### config.mk
export PLATFORM = sky130hd
export DESIGN_NAME = pcm_serializer
export DESIGN_NICKNAME = d
export VERILOG_FILES = /design/src/rtl/fir_pkg.sv /design/src/rtl/sync_fifo.sv /design/src/rtl/pcm_serializer.sv
export SDC_FILE = /design/constraint.sdc
export NUM_CORES = 1
export LEC_CHECK = 0
export ABC_AREA = 1
export CORE_MARGIN = 8
export CORE_UTILIZATION = 26
export CTS_CLUSTER_DIAMETER = 60
export DETAILED_ROUTE_END_ITERATION = 8
export DONT_BUFFER_PORTS = 1
export GPL_ROUTABILITY_DRIVEN = 0
export SYNTH_ARGS = -nofsm -noshare
export SYNTH_HDL_FRONTEND = slang
export SYNTH_SLANG_ARGS = --single-unit
### constraint.sdc
create_clock -name clk -period 5.4 [get_ports clk]
set_input_delay 0 -clock clk [delete_from_list [all_inputs] [get_ports clk]]
set_output_delay 0 -clock clk [all_outputs]
set_load 0.01 [all_outputs]
### src/rtl/fir_pkg.sv
// fir_pkg: constants and types shared by the fir sample-stream blocks.
//   SAMPLE_BITS_DEF : default sample word width
//   ser_state_t     : serializer link state (IDLE / ACTIVE / DRAIN)
package fir_pkg;

  localparam int unsigned SAMPLE_BITS_DEF = 16;

  typedef enum logic [1:0] {
    IDLE   = 2'd0,
    ACTIVE = 2'd1,
    DRAIN  = 2'd2
  } ser_state_t;

endpackage

### src/rtl/sync_fifo.sv
// sync_fifo: single-clock first-word-fall-through FIFO.
//   clk, rst        : clock, asynchronous active-high reset (pointers only)
//   wr_en, wr_data  : write request; accepted when not full, or full with a read in the same cycle
//   rd_en, rd_data  : rd_data always shows the head word; rd_en consumes it
//   full, empty     : occupancy == DEPTH / == 0
//   level           : current occupancy
// Pointers carry one extra MSB so full and empty are distinguishable.
module sync_fifo #(
  parameter int unsigned WIDTH = 16,
  parameter int unsigned DEPTH = 8
) (
  input  logic                   clk,
  input  logic                   rst,
  input  logic                   wr_en,
  input  logic [WIDTH-1:0]       wr_data,
  input  logic                   rd_en,
  output logic [WIDTH-1:0]       rd_data,
  output logic                   full,
  output logic                   empty,
  output logic [$clog2(DEPTH):0] level
);

  localparam int unsigned AW = $clog2(DEPTH);
  localparam logic [AW:0] FULL_LVL = DEPTH[AW:0];

  logic [WIDTH-1:0] mem_q [DEPTH];
  logic [AW:0]      wr_ptr_q, wr_ptr_d;
  logic [AW:0]      rd_ptr_q, rd_ptr_d;
  logic             do_wr, do_rd;

  assign level   = wr_ptr_q - rd_ptr_q;
  assign empty   = (wr_ptr_q == rd_ptr_q);
  assign full    = (level == FULL_LVL);
  assign rd_data = mem_q[rd_ptr_q[AW-1:0]];
  assign do_rd   = rd_en && !empty;
  // A write into a full FIFO is legal when the head is read in the same cycle.
  assign do_wr   = wr_en && (!full || do_rd);

  always_comb begin
    wr_ptr_d = wr_ptr_q;
    rd_ptr_d = rd_ptr_q;
    if (do_wr) wr_ptr_d = wr_ptr_q + 1'b1;
    if (do_rd) rd_ptr_d = rd_ptr_q + 1'b1;
  end

  always_ff @(posedge clk or posedge rst) begin
    if (rst) begin
      wr_ptr_q <= '0;
      rd_ptr_q <= '0;
    end else begin
      wr_ptr_q <= wr_ptr_d;
      rd_ptr_q <= rd_ptr_d;
    end
  end

  always_ff @(posedge clk) begin
    if (do_wr) mem_q[wr_ptr_q[AW-1:0]] <= wr_data;
  end

endmodule

### src/rtl/pcm_serializer.sv
// pcm_serializer: buffers fir output samples and sends them MSB-first on a 3-wire link.
//   clk, rst             : clock, asynchronous active-high reset
//   enable               : 1 = run link; 0 = finish current frame, then idle
//   clr_flags            : synchronous clear of overflow/underflow (a set event wins)
//   in_valid, in_sample  : fire-and-forget sample input
//   ser_bclk/sync/data   : bit clock, frame sync (MSB period), serial data
//   fifo_level           : FIFO occupancy
//   overflow, underflow  : sticky drop / empty-frame flags
module pcm_serializer
  import fir_pkg::*;
#(
  parameter int unsigned SAMPLE_BITS = SAMPLE_BITS_DEF,
  parameter int unsigned FIFO_DEPTH  = 8,
  parameter int unsigned BCLK_DIV    = 4
) (
  input  logic                        clk,
  input  logic                        rst,
  input  logic                        enable,
  input  logic                        clr_flags,
  input  logic                        in_valid,
  input  logic [SAMPLE_BITS-1:0]      in_sample,
  output logic                        ser_bclk,
  output logic                        ser_sync,
  output logic                        ser_data,
  output logic [$clog2(FIFO_DEPTH):0] fifo_level,
  output logic                        overflow,
  output logic                        underflow
);

  localparam int unsigned DW = (BCLK_DIV > 1) ? $clog2(BCLK_DIV) : 1;
  localparam int unsigned BW = $clog2(SAMPLE_BITS);
  localparam logic [DW-1:0] DIV_TC   = DW'(BCLK_DIV - 1);
  localparam logic [BW-1:0] LAST_BIT = BW'(SAMPLE_BITS - 1);

  ser_state_t             state_q, state_d;
  logic [DW-1:0]          div_q, div_d;
  logic                   bclk_q, bclk_d;
  logic [SAMPLE_BITS-1:0] shift_q, shift_d;
  logic                   sync_q, sync_d;
  logic [BW-1:0]          bit_q, bit_d;
  logic                   ovf_q, ovf_d;
  logic                   ufl_q, ufl_d;

  logic                   pop, ufl_set, ovf_set, div_tc, strobe;
  logic                   fifo_full, fifo_empty, fifo_wr;
  logic [SAMPLE_BITS-1:0] fifo_rd_data;

  assign fifo_wr = in_valid && (!fifo_full || pop);
  assign ovf_set = in_valid && fifo_full && !pop;

  sync_fifo #(
    .WIDTH(SAMPLE_BITS),
    .DEPTH(FIFO_DEPTH)
  ) u_fifo (
    .clk    (clk),
    .rst    (rst),
    .wr_en  (fifo_wr),
    .wr_data(in_sample),
    .rd_en  (pop),
    .rd_data(fifo_rd_data),
    .full   (fifo_full),
    .empty  (fifo_empty),
    .level  (fifo_level)
  );

  assign div_tc = (div_q == DIV_TC);
  // Falling edge of the bit clock: the only point where data/sync advance.
  assign strobe = (state_q != IDLE) && div_tc && bclk_q;

  always_comb begin
    state_d = state_q;
    div_d   = div_q;
    bclk_d  = bclk_q;
    shift_d = shift_q;
    sync_d  = sync_q;
    bit_d   = bit_q;
    pop     = 1'b0;
    ufl_set = 1'b0;
    case (state_q)
      IDLE: begin
        div_d  = '0;
        bclk_d = 1'b0;
        if (enable && !fifo_empty) begin
          pop     = 1'b1;
          shift_d = fifo_rd_data;
          sync_d  = 1'b1;
          bit_d   = '0;
          state_d = ACTIVE;
        end
      end
      ACTIVE, DRAIN: begin
        if (div_tc) begin
          div_d  = '0;
          bclk_d = !bclk_q;
        end else begin
          div_d = div_q + 1'b1;
        end
        if (strobe) begin
          if (state_q == DRAIN) begin
            shift_d = '0;
            sync_d  = 1'b0;
            bit_d   = '0;
            state_d = IDLE;
          end else if (bit_q == LAST_BIT) begin
            bit_d = '0;
            if (!enable) begin
              // Register is fully shifted out here, so DRAIN idles the line at 0.
              shift_d = shift_q << 1;
              sync_d  = 1'b0;
              state_d = DRAIN;
            end else if (!fifo_empty) begin
              pop     = 1'b1;
              shift_d = fifo_rd_data;
              sync_d  = 1'b1;
            end else begin
              shift_d = '0;
              sync_d  = 1'b1;
              ufl_set = 1'b1;
            end
          end else begin
            shift_d = shift_q << 1;
            sync_d  = 1'b0;
            bit_d   = bit_q + 1'b1;
          end
        end
      end
      default: state_d = IDLE;
    endcase
  end

  always_comb begin
    ovf_d = ovf_q;
    ufl_d = ufl_q;
    if (clr_flags) begin
      ovf_d = 1'b0;
      ufl_d = 1'b0;
    end
    if (ovf_set) ovf_d = 1'b1;
    if (ufl_set) ufl_d = 1'b1;
  end

  always_ff @(posedge clk or posedge rst) begin
    if (rst) begin
      state_q <= IDLE;
      div_q   <= '0;
      bclk_q  <= 1'b0;
      shift_q <= '0;
      sync_q  <= 1'b0;
      bit_q   <= '0;
      ovf_q   <= 1'b0;
      ufl_q   <= 1'b0;
    end else begin
      state_q <= state_d;
      div_q   <= div_d;
      bclk_q  <= bclk_d;
      shift_q <= shift_d;
      sync_q  <= sync_d;
      bit_q   <= bit_d;
      ovf_q   <= ovf_d;
      ufl_q   <= ufl_d;
    end
  end

  assign ser_bclk  = bclk_q;
  assign ser_sync  = sync_q;
  assign ser_data  = shift_q[SAMPLE_BITS-1];
  assign overflow  = ovf_q;
  assign underflow = ufl_q;

endmodule

; ---- Word level (Yosys, flattened, before mapping)
; Memories as Yosys holds them, arrays and structs flattened.
; Index checks and enable logic that the tools add are counted.
[word_totals]
regBits = 36
mem_bits_rw = 128
input_bits = 21
word_cells = 96
mem_count = 1
[op_classes]
addsub = 5
n_eq_ne = 11
n_mux = 46
n_reduce_logical = 23
[mem_list]
columns = name, words, width, rd, rd_ports_with_merged_regs, wr, line_no
row1 = u_fifo.mem_q, 8, 16, 1, 0, 1, sync_fifo.sv:26  ; logic [WIDTH-1:0] mem_q [DEPTH];
[op_table]
columns = cell, n
row1 = 16-bit 2-to-1 mux, 6
row2 = 16-bit case mux with 2 select lines, 1
row3 = 1-bit 2-to-1 mux, 23
row4 = 4-bit 2-to-1 mux, 4
row5 = "4-bit by 1-bit adder with 4-bit output, second input constant", 3
row6 = 2-bit 2-to-1 mux, 6
row7 = "4-bit == test, second input constant", 2
row8 = 1-bit logical AND, 8
row9 = 2-bit case mux with 2 select lines, 2
row10 = 4-bit case mux with 2 select lines, 1
row11 = 2-bit nonzero test, 4
row12 = "2-bit inequality test, second input constant", 3
row13 = "3-bit inequality test, second input constant", 2
row14 = 1-bit case mux with 2 select lines, 3
row15 = "2-bit == test, second input constant", 2
row16 = 4-bit == test, 1
row17 = 1-bit zero test, 4
row18 = 4-bit AND reduction, 1
row19 = 4-bit subtractor, 1
row20 = 3-bit AND reduction, 1
row21 = "2-bit by 1-bit adder with 2-bit output, second input constant", 1
row22 = "2-bit by 1-bit == test with 1-bit output, second input constant", 1
row23 = 2-bit zero test, 1
row24 = 1-bit logical OR, 2
row25 = 2 further kinds, 2

; ---- Logic depth before layout (Yosys ltp)
; Gate-level depths: netlist of run 1.
[depth]
depth_word = 12
ltp_mapped = 14
ltp_nobuf = 12

; ---- Cells and area by module
; Synthesis of run 1 repeated with hierarchy kept, for this count alone.
[unflattened]
hier_cells = 679
hier_area_um2 = 7278.2
[modules_own_cells]
columns = mod, instances, cells_per_inst, area_per_inst_um2
row1 = sync_fifo, 1, 464, 5649.2
row2 = pcm_serializer, 1, 215, 1629.1

; ---- Least setup slack after synthesis of run 1
; Ideal clock, no wire load.
[synth_timing]
kind = reg-to-reg
start = register u_fifo.rd_ptr_q[1]
end = memory u_fifo.mem_q[2][0], enable pin
setup_ns = 0.376
arrival_time_ns = 2.320
path_slack_ns = 2.704
path_stages_with_launch = 14
path_buffers = 2
synth_period_minus_slack_ns = 2.696
path_cell_list = dfrtp_1 > buf_2 > clkinv_1 > buf_2 > ha_1 > nand2_1 > nor2_4 > nand2_4 > nand3_1 > nand2_2 > nand2_4 > nand2_8 > nand3_4 > nor2_2
[synth_between]
elab_chain_len = 12
elab_cells_between_ends = 20
[synth_rtl]
columns = element, line_no
row1 = start: declaration, sync_fifo.sv:28  ; logic [AW:0] rd_ptr_q, rd_ptr_d;
row2 = start signal: assignment, sync_fifo.sv:52  ; rd_ptr_q <= rd_ptr_d;
row3 = 4-bit == test, sync_fifo.sv:32  ; assign empty = (wr_ptr_q == rd_ptr_q);
row4 = 1-bit 2-to-1 mux, pcm_serializer.sv:111  ; end else if (!fifo_empty) begin
row5 = 1-bit 2-to-1 mux, pcm_serializer.sv:106  ; if (!enable) begin
row6 = 1-bit 2-to-1 mux, pcm_serializer.sv:104  ; end else if (bit_q == LAST_BIT) begin
row7 = 1-bit 2-to-1 mux, pcm_serializer.sv:99  ; if (state_q == DRAIN) begin
row8 = 1-bit 2-to-1 mux, pcm_serializer.sv:98  ; if (strobe) begin
row9 = 1-bit case mux with 2 select lines, pcm_serializer.sv:79  ; case (state_q)
row10 = 1-bit logical OR / 1-bit logical AND (equally long branches), "pcm_serializer.sv:48, sync_fifo.sv:35"
row11 = 1-bit logical AND / 1-bit logical OR (equally long branches), "pcm_serializer.sv:48, sync_fifo.sv:37"
row12 = 1-bit logical AND (*), sync_fifo.sv:37  ; assign do_wr = wr_en && (!full || do_rd);
row13 = 1-bit 2-to-1 mux (*), sync_fifo.sv:57  ; if (do_wr) mem_q[wr_ptr_q[AW-1:0]] <= wr_data;
row14 = 1-bit 2-to-1 mux (not written as such) (*), sync_fifo.sv:57
row15 = end: declaration, sync_fifo.sv:26
; Mark *: on every way between the ends. The rest lies on a longest branch, timed or not.

; ---- Worst setup path after layout of run 1
[layout_timing]
start = register u_fifo.rd_ptr_q[2]
end = memory u_fifo.mem_q[5][11], enable pin
; The elaborated chain is that of the path after synthesis.

==> run metrics, run 1 <==
status=completed; drt total wl=18,000 um; first-pass GRT wire length=28,500 um; setup violators final=0; global routing usage on met3=2.67%; flops & latches, synth=164; total track usage=10.2%; Compound-Gate Fraction of Synth Area=2.47%; top cell type's share of synthesized area=49.0%; Finished Cell Area=8960 um2; Switching Share=41.4%; final hold violations=0; Placed Area=8180 um2; Clk Latency, worst-skew pair=0.43 ns; Switch Pwr=2.07 mW; clock buffer depth=2; placed wire-length estimate=12,000 um; FF-to-FF setup slack=2.00 ns; clk root buf=clkbuf_16; Post-synth EDFFs=128; clock share of power=23.2%; DRC viols=0; CP Data Arrival Time=3.45 ns; Combinational Power Share=40.5%; Hold Path Class=in -> reg; cell taking the most area after synthesis=edfxtp_1; fin nets=875; WP buf/inv=1; number of distinct library cells after synthesis=34; Top delay family on crit path=simple AND/OR/NAND/NOR gates; launch point of the worst reg-to-reg path=u_fifo.rd_ptr_q[2]$_DFFE_PP0P_; Starting Density=26.4%; setup TNS=0 ns; Syn Inst Count=831; GRT busiest layer=met1; sequential area share after synthesis=60.5%; Synth-to-Final Area Change=14.3%; CTS buffer count=17; largest cells by area after synthesis=edfxtp_1, dfrtp_1, nand2_1, nand3_1, inv_1; core area=29,600 um2; Final WS setup=2.00 ns; Post-synth top flop=edfxtp_1; CTS H-tree depth=4; simple-gate share of the synthesized area=25.0%; post-synthesis adder-cell area fraction=2.01%; most instantiated library cell after synthesis=nand2_1; DRT antenna net count=0; met1 Use GR=14.9%; initial antenna violation count=2; Clock transition at path regs=0.07 ns; global route overflow=0; pin count of the biggest net entering global routing=68; asr flop ratio synth=22.0%; Lkg Pwr=3.87 nW; WHS Endpoint=shift_q[1]$_DFFE_PP0P_; CTS tree=done; Worst VDD drop=0.246 mV; Avg Synthesized Cell Area=9.43 um2; Ports=30; Int Pwr=2.93 mW; Clock Skews=0.0131 ns; R2R depth=11; power density cells=559 nW/um2; max-slew violation count=0; main combinational cell family by area after synthesis=simple AND/OR/NAND/NOR gates; mapped cell area=7840 um2; CTS Sinks=164; drt pass-1 iters=5; RSZ-0062 raised after global routing=no; Site Rows=63; Hold Path Depth=5; Min Hold Slack=0.0963 ns; DIE WIDTH=190 um; wire per inst=14.4 um; crit end category=register; worst r2r dst=u_fifo.mem_q[5][11]$_DFFE_PP_; critical path, cell by cell=inv_2 -> ha_1 -> nand2_1 -> nor2_4 -> nand2_4 -> nand3_1 -> nand2_2 -> nand2_4 -> nand2_8 -> nand2_8 -> nor2_2; Synth Net Count=864; GR Util met2=14.5%; crit-path max FO=18; Period Utilization, post-route=63.0%; Vias=5,315; mux cell area share after synthesis=0%; Fmax achieved=0.294 GHz; IO buf count=0; XOR/XNOR Fraction of Synth Area=0.670%; DIE AREA=36,000 um2; max incr delay on CP=0.73 ns; slowest library cell on the worst path=dfrtp_1; worst min-delay path startpoint=enable; Die Height=190 um; dpl ws=2.01 ns; drt initial violations=364; min Tclk post-route=3.40 ns; CP required=5.45 ns; commonest cells in the synthesized netlist=nand2_1, inv_1, edfxtp_1, nand3_1, nor2_1; Slew @ Worst Pin=1.26 ns; fillcell total=3,082; Reg power frac=36.3%; layout cell share with drive strength beyond 1=7.25%; Max transition margin=15.9%; CP Launch Type=register; Vias per Instance=4.26; Worst Setup Path Type=reg -> reg; vias in the first global route=4,930; Max Cap Viol=0; warning count from the yosys run=0
-- through the flow --
| stage | power (mW) | utilization (%) | std cells |
|---|---|---|---|
| CTS | 5.02 | 30.2 | 1245 |
| global route | 5.38 | 30.2 | 1245 |
| detailed placement | 3.83 | 27.6 | 1192 |
| global placement | 3.81 | 27.6 | 1192 |
| floorplan | 3.39 | - | 831 |
| finish | 5.00 | 30.2 | 1247 |
-- how the worst max path moves through the flow --
stage	endpoint	slack, ns	cells after the start	from
after floorplan	u_fifo.mem_q[2][0]$_DFFE_PP_	2.70	13	u_fifo.rd_ptr_q[1]$_DFFE_PP0P_
after global placement	u_fifo.mem_q[2][15]$_DFFE_PP_	2.10	11	u_fifo.rd_ptr_q[2]$_DFFE_PP0P_
after detailed placement	u_fifo.mem_q[0][5]$_DFFE_PP_	2.01	11	u_fifo.rd_ptr_q[2]$_DFFE_PP0P_
after CTS	u_fifo.mem_q[0][5]$_DFFE_PP_	1.97	11	u_fifo.rd_ptr_q[2]$_DFFE_PP0P_
after global routing	u_fifo.mem_q[1][6]$_DFFE_PP_	1.78	13	u_fifo.rd_ptr_q[1]$_DFFE_PP0P_
final	u_fifo.mem_q[5][11]$_DFFE_PP_	2.00	11	u_fifo.rd_ptr_q[2]$_DFFE_PP0P_
-- power groups by stage --
stage          Clock, mW  Combinational [mW]  Sequential (mW)
2_1_floorplan          0                1.61             1.78
3_3_place_gp           0                1.97             1.84
3_5_place_dp           0                1.99             1.84
4_1_cts             1.18                2.03             1.82
5_1_grt             1.23                2.30             1.85
6_report            1.16                2.03             1.81
-- worst min-delay path, delay by kind of cell --
family / cells / cell delay (ns)
compound gates: 1 / 0.11
simple gates: 4 / 0.36
-- sequential cells by signal, indices dropped and copies added, names as in the netlist --
register,count
ser_sync,1
underflow,1
u_fifo.mem_q,128
u_fifo.wr_ptr_q,4
ser_bclk,1
u_fifo.rd_ptr_q,4
state_q,2
overflow,1
div_q,2
shift_q,16
bit_q,4
-- layout make-up --
type	count	area [um2]	share of cell area, %
diodes	2	5.00	0.0559
clock buffers	17	425	4.75
clock inverters	15	138	1.54
inverters	146	551	6.15
multi-input cells	488	2360	26.4
flip-flops and latches	164	4750	53.0
well taps	390	488	5.45
repair buffers	25	240	2.68
-- metal layers --
layer / part of all wire, % / wire length [um] / up-vias
li1: - / - / 2672
met1: 48 / 8620 / 2475
met2: 43 / 7730 / 150
met3: 7.8 / 1400 / 18
met4: 1.2 / 216 / 0
met5: 0 / 0 / -
-- placed cells by master, fill, tap and decap left out, types with 2 or more instances in the layout --
master and instances:
nand3_1 125, o21ai_0 8, ha_1 11, inv_2 2
nand2_4 3, nor2_1 52, nand3b_1 2, nand2_2 5
nor2_4 2, inv_6 2, bufinv_16 2, clkbuf_16 17
clkinv_1 6, dfrtp_1 35, dlygate4sd3_1 21, clkinvlp_4 3
nand2_1 228, edfxtp_1 128, inv_1 142, clkinv_2 2
diode_2 2, nand2_8 2, xor2_1 6, nand3_4 2
a21oi_1 22, nor2_2 10, buf_4 4
-- cells by family (layout without fill, tap and decap cells) --
group / Yosys count / count (layout)
xor+xnor: 6 / 6
flops: 164 / 164
compound gates: 35 / 35
simple gates: 435 / 435
other cells: 0 / 2
fa+ha+maj: 12 / 12
buf+inv: 179 / 203
-- timing repair --
item                      CTS  global route
setup buffers               0             0
gates resized for setup     0             0
hold endpoints to repair  176             0
hold buffers               21             0
No activity file was read; power rests on OpenSTA's default activity.
==> run 2, diff against run 1 <==
Settings changed: ABC_AREA 1 to 0.
Clock period 5.4 ns to 3.3 ns, I/O delays scaled along.
==> run 2 against run 1 <==
  * Total power is 55% higher
  * Clock-buffer cell count is 1 higher
  * Critical path type unchanged
  * Sequential share of layout area is 4.3 points higher
  * Wire length is 19% lower
  * Core utilization is 0.86 points higher
  * Sequential cell count stayed put
  * Largest power group is now registers
  * Combinational power is 41% higher
  * Worst setup slack worse by 1.7 ns
  * Register-to-register slack worse by 1.7 ns
==> run metrics, run 2 <==
initial antenna violation count=1 (-1); commonest cells in the synthesized netlist=edfxtp_1, dfrtp_1, mux4_2, nor3_1, nand2_1; Syn Inst Count=420 (-49%); pin count of the biggest net entering global routing=37 (-46%); placed wire-length estimate=9640 um (-20%); max-slew violation count=0 (unchanged); DRC viols=0 (unchanged); Clock transition at path regs=0.06 ns (about the same); DRT antenna net count=0 (unchanged); clock share of power=24.4% (+1.2 points); sequential area share after synthesis=68.2% (+7.6 points); warning count from the yosys run=0 (unchanged); Reg power frac=38.7% (+2.4 points); Worst Setup Path Type=reg -> reg; setup violators final=0 (unchanged); DIE WIDTH=180 um (-5.3%); min Tclk post-route=2.98 ns (-0.423 ns); Switch Pwr=2.73 mW (+32%); Vias per Instance=4.71 (+10%); cell taking the most area after synthesis=edfxtp_1; clk root buf=clkbuf_16; setup TNS=0 ns (unchanged); max incr delay on CP=0.56 ns (-0.17 ns); most instantiated library cell after synthesis=edfxtp_1; power density cells=938 nW/um2 (+68%); most common cell after layout, fill and taps aside=edfxtp_1; WP buf/inv=3 (+2); R2R depth=9 (-2); Clock Skews=0.00911 ns (-0.00400 ns); Slew @ Worst Pin=0.701 ns (-0.556 ns); Site Rows=60 (-4.8%); asr flop ratio synth=22.0% (unchanged); number of distinct library cells after synthesis=52 (+53%); Switching Share=35.1% (-6.3 points); most frequent cells in the layout=edfxtp_1, dfrtp_1, mux4_2; mux cell area share after synthesis=13.6% (+14 points); CTS tree=done; Post-synth top flop=edfxtp_1; drt pass-1 iters=4 (-1); global route overflow=0 (unchanged); mapped cell area=6960 um2 (-11%); Synth Net Count=453 (-48%); crit end category=register; drt total wl=14,500 um (-19%); critical path, cell by cell=clkinv_2 -> ha_1 -> fa_1 -> nand2_1 -> nor2_1 -> o2111a_1 -> buf_4 -> a22o_1 -> dlygate4sd3_1; Compound-Gate Fraction of Synth Area=6.11% (+3.6 points); largest cells by area after synthesis=edfxtp_1, dfrtp_1, mux4_2, mux2_2, ha_1; Hold Path Class=in -> reg; Synth-to-Final Area Change=19.0%; Max transition margin=53.3% (+37 points); WL met1=6820 um (-21%); XOR/XNOR Fraction of Synth Area=0.881% (+0.21 points); total track usage=9.08% (-1.2 points); Antenna diodes=0 (-2); status=completed; Period Utilization, post-route=90.2% (+27 points); top cell type's share of synthesized area=55.2% (+6.2 points); Die Height=180 um (-5.3%); layout cell share with drive strength beyond 1=24.6% (+17 points); RSZ-0062 raised after global routing=no; total power draw=7.77 mW (+55%); Avg Synthesized Cell Area=16.6 um2 (+76%); flops & latches, synth=164 (unchanged); Worst VDD drop=0.397 mV (+61%); Fmax achieved=0.336 GHz (+14%); DIE AREA=32,300 um2 (-10%); Lkg Pwr=2.82 nW (-27%); Crit path depth=9 (-2); CTS buffer count=17 (unchanged); final hold violations=0 (unchanged); Max Cap Viol=0 (unchanged); crit-path max FO=13 (-5); clock buffer depth=2 (unchanged); CP Launch Type=register; met2 wire length=7030 um (-9.0%); simple-gate share of the synthesized area=6.42% (-19 points); core area=26,700 um2 (-10%); Max Used Layer=met5; first-pass GRT wire length=22,800 um (-20%); vias in the first global route=3,951 (-20%); drt initial violations=260 (-29%); IO buf count=0 (unchanged); CP Data Arrival Time=3.33 ns (-0.12 ns); Top delay family on crit path=buffers and inverters; slowest library cell on the worst path=fa_1; Combinational Power Share=36.9% (-3.6 points); main combinational cell family by area after synthesis=multiplexers; Starting Density=26.1% (-0.33 points); wire per inst=17.9 um (+24%); CTS resizes=0 (unchanged); CTS Sinks=164 (unchanged); Post-synth EDFFs=128 (unchanged); Clk Latency, worst-skew pair=0.42 ns (about the same); CTS H-tree depth=4 (unchanged); Int Pwr=5.04 mW (+72%); max reg flops=128 (unchanged); Ports=30 (unchanged); fin nets=488 (-44%); Met3 Wirelength=436 um (-69%); post-synthesis adder-cell area fraction=2.26% (+0.25 points); Hold Path Depth=3 (-2); CP required=3.66 ns (-1.79 ns); Vias=3,808 (-28%)
-- run 2: changes by cell type after synthesis, sizes merged, moves of 10 or more --
cell	change
a21oi	-17
a31oi	+15
buf	-10
inv	-132
mux2	+19
mux4	+32
nand2	-215
nand3	-122
nor2	-60
nor3	+23
o21ai	+12
-- run 2: worst paths after layout --
kind,from,end,slack [ns]
worst min register to register,div_q[1]$_DFFE_PP0P_,div_q[1]$_DFFE_PP0P_,0.51
worst min-delay path,in_valid,u_fifo.wr_ptr_q[3]$_DFFE_PP0P_,0.03
worst max-delay path,u_fifo.wr_ptr_q[0]$_DFFE_PP0P_,overflow$_DFFE_PP0P_,0.32
worst max register to register,u_fifo.wr_ptr_q[0]$_DFFE_PP0P_,overflow$_DFFE_PP0P_,0.32
max in group asynchronous,rst,u_fifo.wr_ptr_q[0]$_DFFE_PP0P_,2.81
min in group asynchronous,rst,div_q[0]$_DFFE_PP0P_,0.13
-- run 2: cell type report --
cell class / count / area, um2
Clock buffer: 18 / 429
Clock inverter: 14 / 140
Fill cell: 2542 / 18400
Inverter: 14 / 53.8
Multi-Input combinational cell: 219 / 2140
Sequential cell: 164 / 4750
Tap cell: 341 / 427
Timing Repair Buffer: 39 / 345
-- run 2: layer usage --
metal | vias up | GRT usage (%)
li1 | 1742 | -
met1 | 1985 | 11.8
met2 | 66 | 14.6
met3 | 13 | 2.08
met4 | 2 | 3.37
met5 | - | 0
-- run 2: power by group through the flow --
stage               clock, mW  combinational (mW)  sequential, mW
detailed placement          0                2.83            3.06
global placement            0                2.77            3.02
finish                   1.90                2.86            3.01
global route             2.03                3.14            3.06
CTS                      1.94                2.90            3.02
floorplan                   0                2.24            2.94
-- run 2: timing repair --
item,CTS,global route
endpoints found under the hold margin,181,0
hold buffers,21,0
setup buffers,0,0
-- run 2: through the flow --
step                      setup WS (ns)  util (%)  cells  cell area [um2]  hold slack [ns]
final                             0.322      31.1    809             8280           0.0286
after detailed placement          0.494      28.2    756             7500           0.0390
after global routing              0.175      31.1    809             8280           0.0583
after floorplan                  0.0350         -    420             7070           0.0989
after global placement            0.544      28.2    756             7500           0.0312
after CTS                         0.330      31.1    809             8280           0.0126
-- run 2: worst reg2reg max path, stage by stage, from the launching register on --
cell,delay (ns)
dfrtp_2,0.54
clkinv_2,0.11
ha_1,0.22
fa_1,0.56
nand2_1,0.10
nor2_1,0.18
o2111a_1,0.20
buf_4,0.29
a22o_1,0.17
dlygate4sd3_1,0.54
-- run 2: kinds of logic after synthesis --
family	Yosys count
flops	164
buf+inv	37
xor+xnor	7
simple gates	84
fa+ha+maj	12
compound gates	64
mux	52
